### config.mk
export PLATFORM = sky130hd
export DESIGN_NAME = flag_stack_register
export DESIGN_NICKNAME = d
export VERILOG_FILES = /design/src/rtl/flag_pkg.sv /design/src/rtl/flag_lifo.sv /design/src/rtl/flag_stack_register.sv
export SDC_FILE = /design/constraint.sdc
export NUM_CORES = 1
export LEC_CHECK = 0
export CORE_MARGIN = 1.5
export CORE_UTILIZATION = 40
export DETAILED_ROUTE_END_ITERATION = 16
export PLACE_DENSITY = 0.65
export SLEW_MARGIN = 20
export SYNTH_ARGS = -nofsm -noshare
export SYNTH_HDL_FRONTEND = slang
export SYNTH_HIERARCHICAL = 1
export SYNTH_SLANG_ARGS = --single-unit
### constraint.sdc
create_clock -name clk -period 2 [get_ports clk]
set_clock_uncertainty 0.05 [all_clocks]
set_input_delay 0.2 -clock clk [delete_from_list [all_inputs] [get_ports clk]]
set_output_delay 0.2 -clock clk [all_outputs]
set_load 0.02 [all_outputs]
### src/rtl/flag_pkg.sv
// Flag bit positions and default sizing for the status-flag register.
package flag_pkg;

  localparam int FLAG_Z = 0;
  localparam int FLAG_N = 1;
  localparam int FLAG_C = 2;
  localparam int FLAG_V = 3;

  localparam int DEF_NFLAGS = 4;
  localparam int DEF_DEPTH  = 4;

endpackage

### src/rtl/flag_lifo.sv
// Save/restore LIFO for flag words. The occupancy count is the stack pointer.
// A simultaneous push and pop cancel out, so neither is accepted and neither
// is reported as an error.
module flag_lifo
  import flag_pkg::*;
#(
  parameter  int WIDTH = DEF_NFLAGS,
  parameter  int DEPTH = DEF_DEPTH,
  localparam int PTR_W = $clog2(DEPTH + 1)
) (
  input  logic             clk,
  input  logic             reset,
  input  logic             push,
  input  logic             pop,
  input  logic [WIDTH-1:0] din,
  output logic [WIDTH-1:0] dout,
  output logic [PTR_W-1:0] cnt,
  output logic             full,
  output logic             empty,
  output logic             pop_acc,
  output logic             push_err,
  output logic             pop_err
);

  // Storage is rounded up to a power of two so the index width matches the
  // array; entries at or above DEPTH are never written.
  localparam int IDX_W = (DEPTH > 1) ? $clog2(DEPTH) : 1;
  localparam int MEM_N = 1 << IDX_W;

  logic [WIDTH-1:0] r_mem [MEM_N];
  logic [PTR_W-1:0] r_cnt;
  logic [IDX_W-1:0] w_wr_idx;
  logic [IDX_W-1:0] w_rd_idx;
  logic             w_full;
  logic             w_empty;
  logic             w_push_acc;

  assign w_full     = (r_cnt == PTR_W'(DEPTH));
  assign w_empty    = (r_cnt == '0);
  assign w_push_acc = push & ~pop & ~w_full;
  assign pop_acc    = pop & ~push & ~w_empty;
  assign push_err   = push & ~pop & w_full;
  assign pop_err    = pop & ~push & w_empty;

  assign w_wr_idx = IDX_W'(r_cnt);
  assign w_rd_idx = IDX_W'(r_cnt - PTR_W'(1));

  assign dout  = r_mem[w_rd_idx];
  assign cnt   = r_cnt;
  assign full  = w_full;
  assign empty = w_empty;

  // Occupancy count: up on accepted push, down on accepted pop.
  always_ff @(posedge clk or posedge reset) begin
    if (reset) begin
      r_cnt <= '0;
    end else if (w_push_acc) begin
      r_cnt <= r_cnt + PTR_W'(1);
    end else if (pop_acc) begin
      r_cnt <= r_cnt - PTR_W'(1);
    end
  end

  // Storage write; contents are not reset since they are dead once cnt is 0.
  always_ff @(posedge clk) begin
    if (w_push_acc) begin
      r_mem[w_wr_idx] <= din;
    end
  end

endmodule

### src/rtl/flag_stack_register.sv
// ALU status-flag register with masked update and a save/restore LIFO.
// Optional feature macro: FLAG_STICKY_EN adds the sticky accumulator output
// and its clr_sticky input.
module flag_stack_register
  import flag_pkg::*;
#(
  parameter  int NFLAGS = DEF_NFLAGS,
  parameter  int DEPTH  = DEF_DEPTH,
  localparam int PTR_W  = $clog2(DEPTH + 1)
) (
  input  logic              clk,
  input  logic              reset,
  input  logic              update,
  input  logic [NFLAGS-1:0] upd_mask,
  input  logic [NFLAGS-1:0] flags_in,
  input  logic              push,
  input  logic              pop,
  input  logic              clr_err,
`ifdef FLAG_STICKY_EN
  input  logic              clr_sticky,
  output logic [NFLAGS-1:0] sticky,
`endif
  output logic [NFLAGS-1:0] flags,
  output logic [PTR_W-1:0]  depth_cnt,
  output logic              full,
  output logic              empty,
  output logic              stack_err
);

  logic [NFLAGS-1:0] r_flags;
  logic              r_stack_err;
  logic [NFLAGS-1:0] w_upd_flags;
  logic [NFLAGS-1:0] w_top;
  logic              w_pop_acc;
  logic              w_push_err;
  logic              w_pop_err;

  // The LIFO always saves the registered flags, i.e. the pre-update value.
  flag_lifo #(
    .WIDTH (NFLAGS),
    .DEPTH (DEPTH)
  ) u_lifo (
    .clk      (clk),
    .reset    (reset),
    .push     (push),
    .pop      (pop),
    .din      (r_flags),
    .dout     (w_top),
    .cnt      (depth_cnt),
    .full     (full),
    .empty    (empty),
    .pop_acc  (w_pop_acc),
    .push_err (w_push_err),
    .pop_err  (w_pop_err)
  );

  assign w_upd_flags = (r_flags & ~upd_mask) | (flags_in & upd_mask);

  // Live flags: a restored word overrides any same-cycle update.
  always_ff @(posedge clk or posedge reset) begin
    if (reset) begin
      r_flags <= '0;
    end else if (w_pop_acc) begin
      r_flags <= w_top;
    end else if (update) begin
      r_flags <= w_upd_flags;
    end
  end

  // Sticky stack error; a new error wins over a same-cycle clear.
  always_ff @(posedge clk or posedge reset) begin
    if (reset) begin
      r_stack_err <= 1'b0;
    end else if (w_push_err | w_pop_err) begin
      r_stack_err <= 1'b1;
    end else if (clr_err) begin
      r_stack_err <= 1'b0;
    end
  end

`ifdef FLAG_STICKY_EN
  logic [NFLAGS-1:0] r_sticky;

  // Accumulate every flag bit written by an update that was not overridden.
  always_ff @(posedge clk or posedge reset) begin
    if (reset) begin
      r_sticky <= '0;
    end else if (clr_sticky) begin
      r_sticky <= '0;
    end else if (update & ~w_pop_acc) begin
      r_sticky <= r_sticky | (flags_in & upd_mask);
    end
  end

  assign sticky = r_sticky;
`endif

  assign flags     = r_flags;
  assign stack_err = r_stack_err;

endmodule

Yosys cells after proc, flatten, opt, wreduce, memory -nomap -nowiden
Memory sizes are Yosys's and may differ from the RTL's.
Cells that the tools add are included.
- bits in registers: 8
- RAM bits: 16
- word-level logic and storage cells: 34
- memories kept: 1
- memory list (name ; depth ; width ; rd ports ; clocked after Yosys merged registers in ; wr ports ; RTL line ; source):
    u_lifo.r_mem ; 4 ; 4 ; 1 ; 0 ; 1 ; flag_lifo.sv:30 ; logic [WIDTH-1:0] r_mem [MEM_N];
- add/subtract/negate cells: 2
- equality and inequality tests: 1
- multiplexer cells: 8
- bitwise operators: 15
- reductions and logical operators: 4
- operators with widths (operator ; count):
    $and 4x4->4 ; 2
    $mux 4 ; 2
    $and 1x1->1 ; 6
    $mux 3 ; 2
    $reduce_bool 2->1 ; 3
    $mux 1 ; 4
    $not 1->1 ; 4
    $not 4->4 ; 1
    $or 4x4->4 ; 1
    $add 3x1->3 const B ; 1
    $eq 3x3->1 const B ; 1
    $logic_not 3->1 ; 1
    $sub 3x1->3 const B ; 1
    $or 1x1->1 ; 1

Depth between registers and ports, before layout
- depth after elaboration: 5
- depth in mapped cells: 7
- depth with buffers taken out: 6

Cells and area by module
Netlist, hierarchy kept.
- by module, submodules not included (module ; times used ; cells each ; area an instance (µm²) ; seq. area each (µm²)):
    flag_lifo ; 1 ; 53 ; 899.6 ; 555.5
    flag_stack_register ; 1 ; 25 ; 257.7 ; 125.1

Worst setup path after synthesis
No wires, ideal clock.
- path type: register -> register
- start: register u_lifo.r_cnt[0], in the netlist u_lifo/cnt[0]
- end: register with a tool-made name
- arrival: 2.133 ns
- required time: 1.826 ns
- path slack: -0.307 ns
- stages on the path, launching flop included: 8
- buffers on the path: 1
- period minus slack after synthesis: 2.307 ns
- path through: dfrtp_1 -> buf_2 -> inv_1 -> ha_1 -> ha_1 -> nor3b_2 -> or2b_1 -> o31a_1
- RTL lines (what ; RTL line ; source):
    start, declared ; flag_lifo.sv:31 ; logic [PTR_W-1:0] r_cnt;
    start signal, assigned ; flag_lifo.sv:58 ; r_cnt <= r_cnt + PTR_W'(1);
    start signal, assigned ; flag_lifo.sv:60 ; r_cnt <= r_cnt - PTR_W'(1);

Worst setup path in the final report
- start: register u_lifo.r_cnt[1], in the netlist u_lifo/cnt[1]
- end: output port empty
- cells in the longest elaborated chain, start to end: 1
- RTL lines (what ; RTL line ; source):
    $logic_not 3->1 ; flag_lifo.sv:39 ; assign w_empty = (r_cnt == '0);
    end, declared ; flag_stack_register.sv:26 ; output logic empty,
No other way between the ends.

==> flow_metrics.env <==
export IMPL_outcome="completed"
export IMPL_start_util_pct=42.0
export IMPL_dr_max_layer_used="met4"
export IMPL_crit_path_start_kind="flip-flop"
export IMPL_yosysWarningCount=6
export IMPL_antennaDiodeCount=0
export IMPL_antenna_found_initial=0
export IMPL_final_layout_size_suffix_gt1_share_pct=21.5
export IMPL_post_cts_setup_buffers=0
export IMPL_hp_class="in -> async"
export IMPL_place_hpwl_um=1710
export IMPL_slew_viol_final=0
export IMPL_grt_pass1_wl_um=3650
export IMPL_maxSlewHeadroom_pct=81.0
export IMPL_clkLatencyLatePin_ps=300
export IMPL_place_gp_congestion=0.777
export IMPL_drt_met1_wl_um=924
export IMPL_cts_max_level=1
export IMPL_syn_area_sq_um=1160
export IMPL_tns_ps=0
export IMPL_syn_avg_cell_area_sq_um=14.8
export IMPL_cts_buffer_depth=2
export IMPL_setup_violations=0
export IMPL_grt_max_degree=15
export IMPL_clk_pin_slew_ps=120
export IMPL_crit_type="reg -> out"
export IMPL_dieHeight_um=56.8
export IMPL_wl_met3_um=86
export IMPL_irDropWorstVdd_uv=727
export IMPL_synth_largest_area_cell="edfxtp_1"
export IMPL_clock_sinks=24
export IMPL_fill_cells=238
export IMPL_area_delta_synth_final_pct=29.9
export IMPL_endpoint_kind="output pin"
export IMPL_dr_pass1_iters=2
export IMPL_whs_ps=28.1
export IMPL_fin_crit_ps=1860
export IMPL_p_per_area_nw_per_um2=1340
export IMPL_wirelength_um=2210
export IMPL_hold_buffers=0
export IMPL_drc_errors=0
export IMPL_syn_num_nets=98
export IMPL_ys_types=24
export IMPL_placed_area_sq_um=1450
export IMPL_power_w=0.00201
export IMPL_die_w_um=56.8
export IMPL_grt_pass1_vias=789
export IMPL_hold_violations=0
export IMPL_synth_most_common_cell="edfxtp_1"
export IMPL_async_flop_share_pct=33.3
export IMPL_synth_cells=78
export IMPL_ys_top_cells_by_area="edfxtp_1 42%, dfrtp_1 17%, mux4_2 7.8%"
export IMPL_via_count=724
export IMPL_cap_violations=0
export IMPL_yosysTopAreaCellShare_pct=41.5
export IMPL_design_area_sq_um=1500
export IMPL_cts_tree="built"
export IMPL_tightestPinTransition_ps=284
export IMPL_utilization_pct=54.5
export IMPL_leakage_nw=0.610
export IMPL_portBuffers=23
export IMPL_vias_per_cell=5.25
export IMPL_rows=19
export IMPL_synth_edf_count=16
export IMPL_post_drt_wl_per_cell_um=16.0
export IMPL_drt_iter0_drc=9
export IMPL_final_nets=128
export IMPL_yosysSeqAreaShare_pct=58.8
export IMPL_grt_usage_pct=15.3
export IMPL_cts_root_buffer="clkbuf_4"
export IMPL_numCtsBuffers=3
export IMPL_wl_met2_um=1160
export IMPL_synth_common_cells="16 x edfxtp_1, 8 x dfrtp_1, 7 x inv_1, 6 x ha_1"
export IMPL_ant_nets=0
export IMPL_critPathMaxFanout=4
export IMPL_fmax_mhz=538
export IMPL_synth_seq_cells=24
export IMPL_rsz0062_at_grt="false"
export IMPL_critPathArrivalTime_ps=1610
export IMPL_core_area_sq_um=2760
export IMPL_grt_overflow=0
export IMPL_period_share_pct=92.9
export IMPL_die_area_sq_um=3230
export IMPL_synth_ff_type="edfxtp_1"
export IMPL_worstPathRequired_ps=1750
export IMPL_io_pins=24
==> cell usage in the layout, fill, tap and decap left out, drive strengths merged <==
cell,count
nor2,3
edfxtp,16
a21boi,4
dlygate4sd2,2
clkdlybuf4s50,21
a211o,1
nand2b,4
dfrtp,8
buf,3
ha,6
mux4,4
a21oi,2
bufinv,1
inv,7
xnor2,1
a32o,1
mux2i,2
and2,4
o21ai,1
or2b,1
and3b,1
and3,4
clkbuf,3
nor3b,1
o31a,4
nand2,2
==> through the flow <==
step / setup WS [ps] / instances
4_1_cts: 117 / 138
3_5_place_dp: 214 / 134
5_1_grt: 12.9 / 138
6_report: 142 / 138
2_1_floorplan: 8.59 / 78
3_3_place_gp: 240 / 134
==> where the power goes <==
group / total [W] / internal, W / switching, W
registers: 0.000781 / 0.000688 / 0.0000928
clock network: 0.000338 / 0.000202 / 0.000136
logic: 0.000894 / 0.000460 / 0.000435
==> layout make-up <==
type | count | area [sq um] | share of cell area, %
Multi-Input combinational cell | 46 | 454 | 30.2
Clock inverter | 1 | 30.0 | 2.00
Clock buffer | 3 | 22.5 | 1.50
Timing Repair Buffer | 26 | 250 | 16.6
Sequential cell | 24 | 682 | 45.3
Inverter | 7 | 26.3 | 1.75
Tap cell | 31 | 38.8 | 2.58
==> cells by family after synthesis <==
| kind of cell | Yosys count | synth area share, % |
|---|---|---|
| xor+xnor | 1 | 0.757 |
| mux | 6 | 9.51 |
| fa+ha+maj | 6 | 6.49 |
| compound gates | 13 | 9.95 |
| simple gates | 20 | 11.8 |
| buf+inv | 8 | 2.70 |
| flops | 24 | 58.8 |
==> final timing paths <==
| kind | from | end | slack [ps] | cells past startpoint |
|---|---|---|---|---|
| worst max-delay path | u_lifo/cnt[1] | empty | 140 | 4 |
| worst min-delay path | reset | u_lifo/cnt[1] | 30 | 2 |
| worst max register to register | u_lifo/cnt[1] | flip-flop | 200 | 5 |
| worst min register to register | stack_err | stack_err | 480 | 2 |
| max in group asynchronous | reset | async pin | 1590 | 2 |
| min in group clk | clr_err | stack_err | 400 | 2 |
==> worst max-delay path, cell delays in order (launching register included) <==
cell and delay (ps):
dfrtp_1 430, inv_1 130, ha_1 190, ha_2 220
dlygate4sd2_1 350
==> layer usage <==
| metal | GRT usage [%] | vias to the layer above |
|---|---|---|
| li1 | - | 349 |
| met1 | 17.8 | 354 |
| met2 | 27.4 | 17 |
| met3 | 2.76 | 4 |
| met4 | 6.64 | 0 |
| met5 | 0 | - |
==> what timing repair did <==
action                                  CTS  global route
endpoints found under the setup margin    2             0
resized for setup                         2             0
hold endpoints to repair                  0             0
No activity file was read; power rests on OpenSTA's default activity.
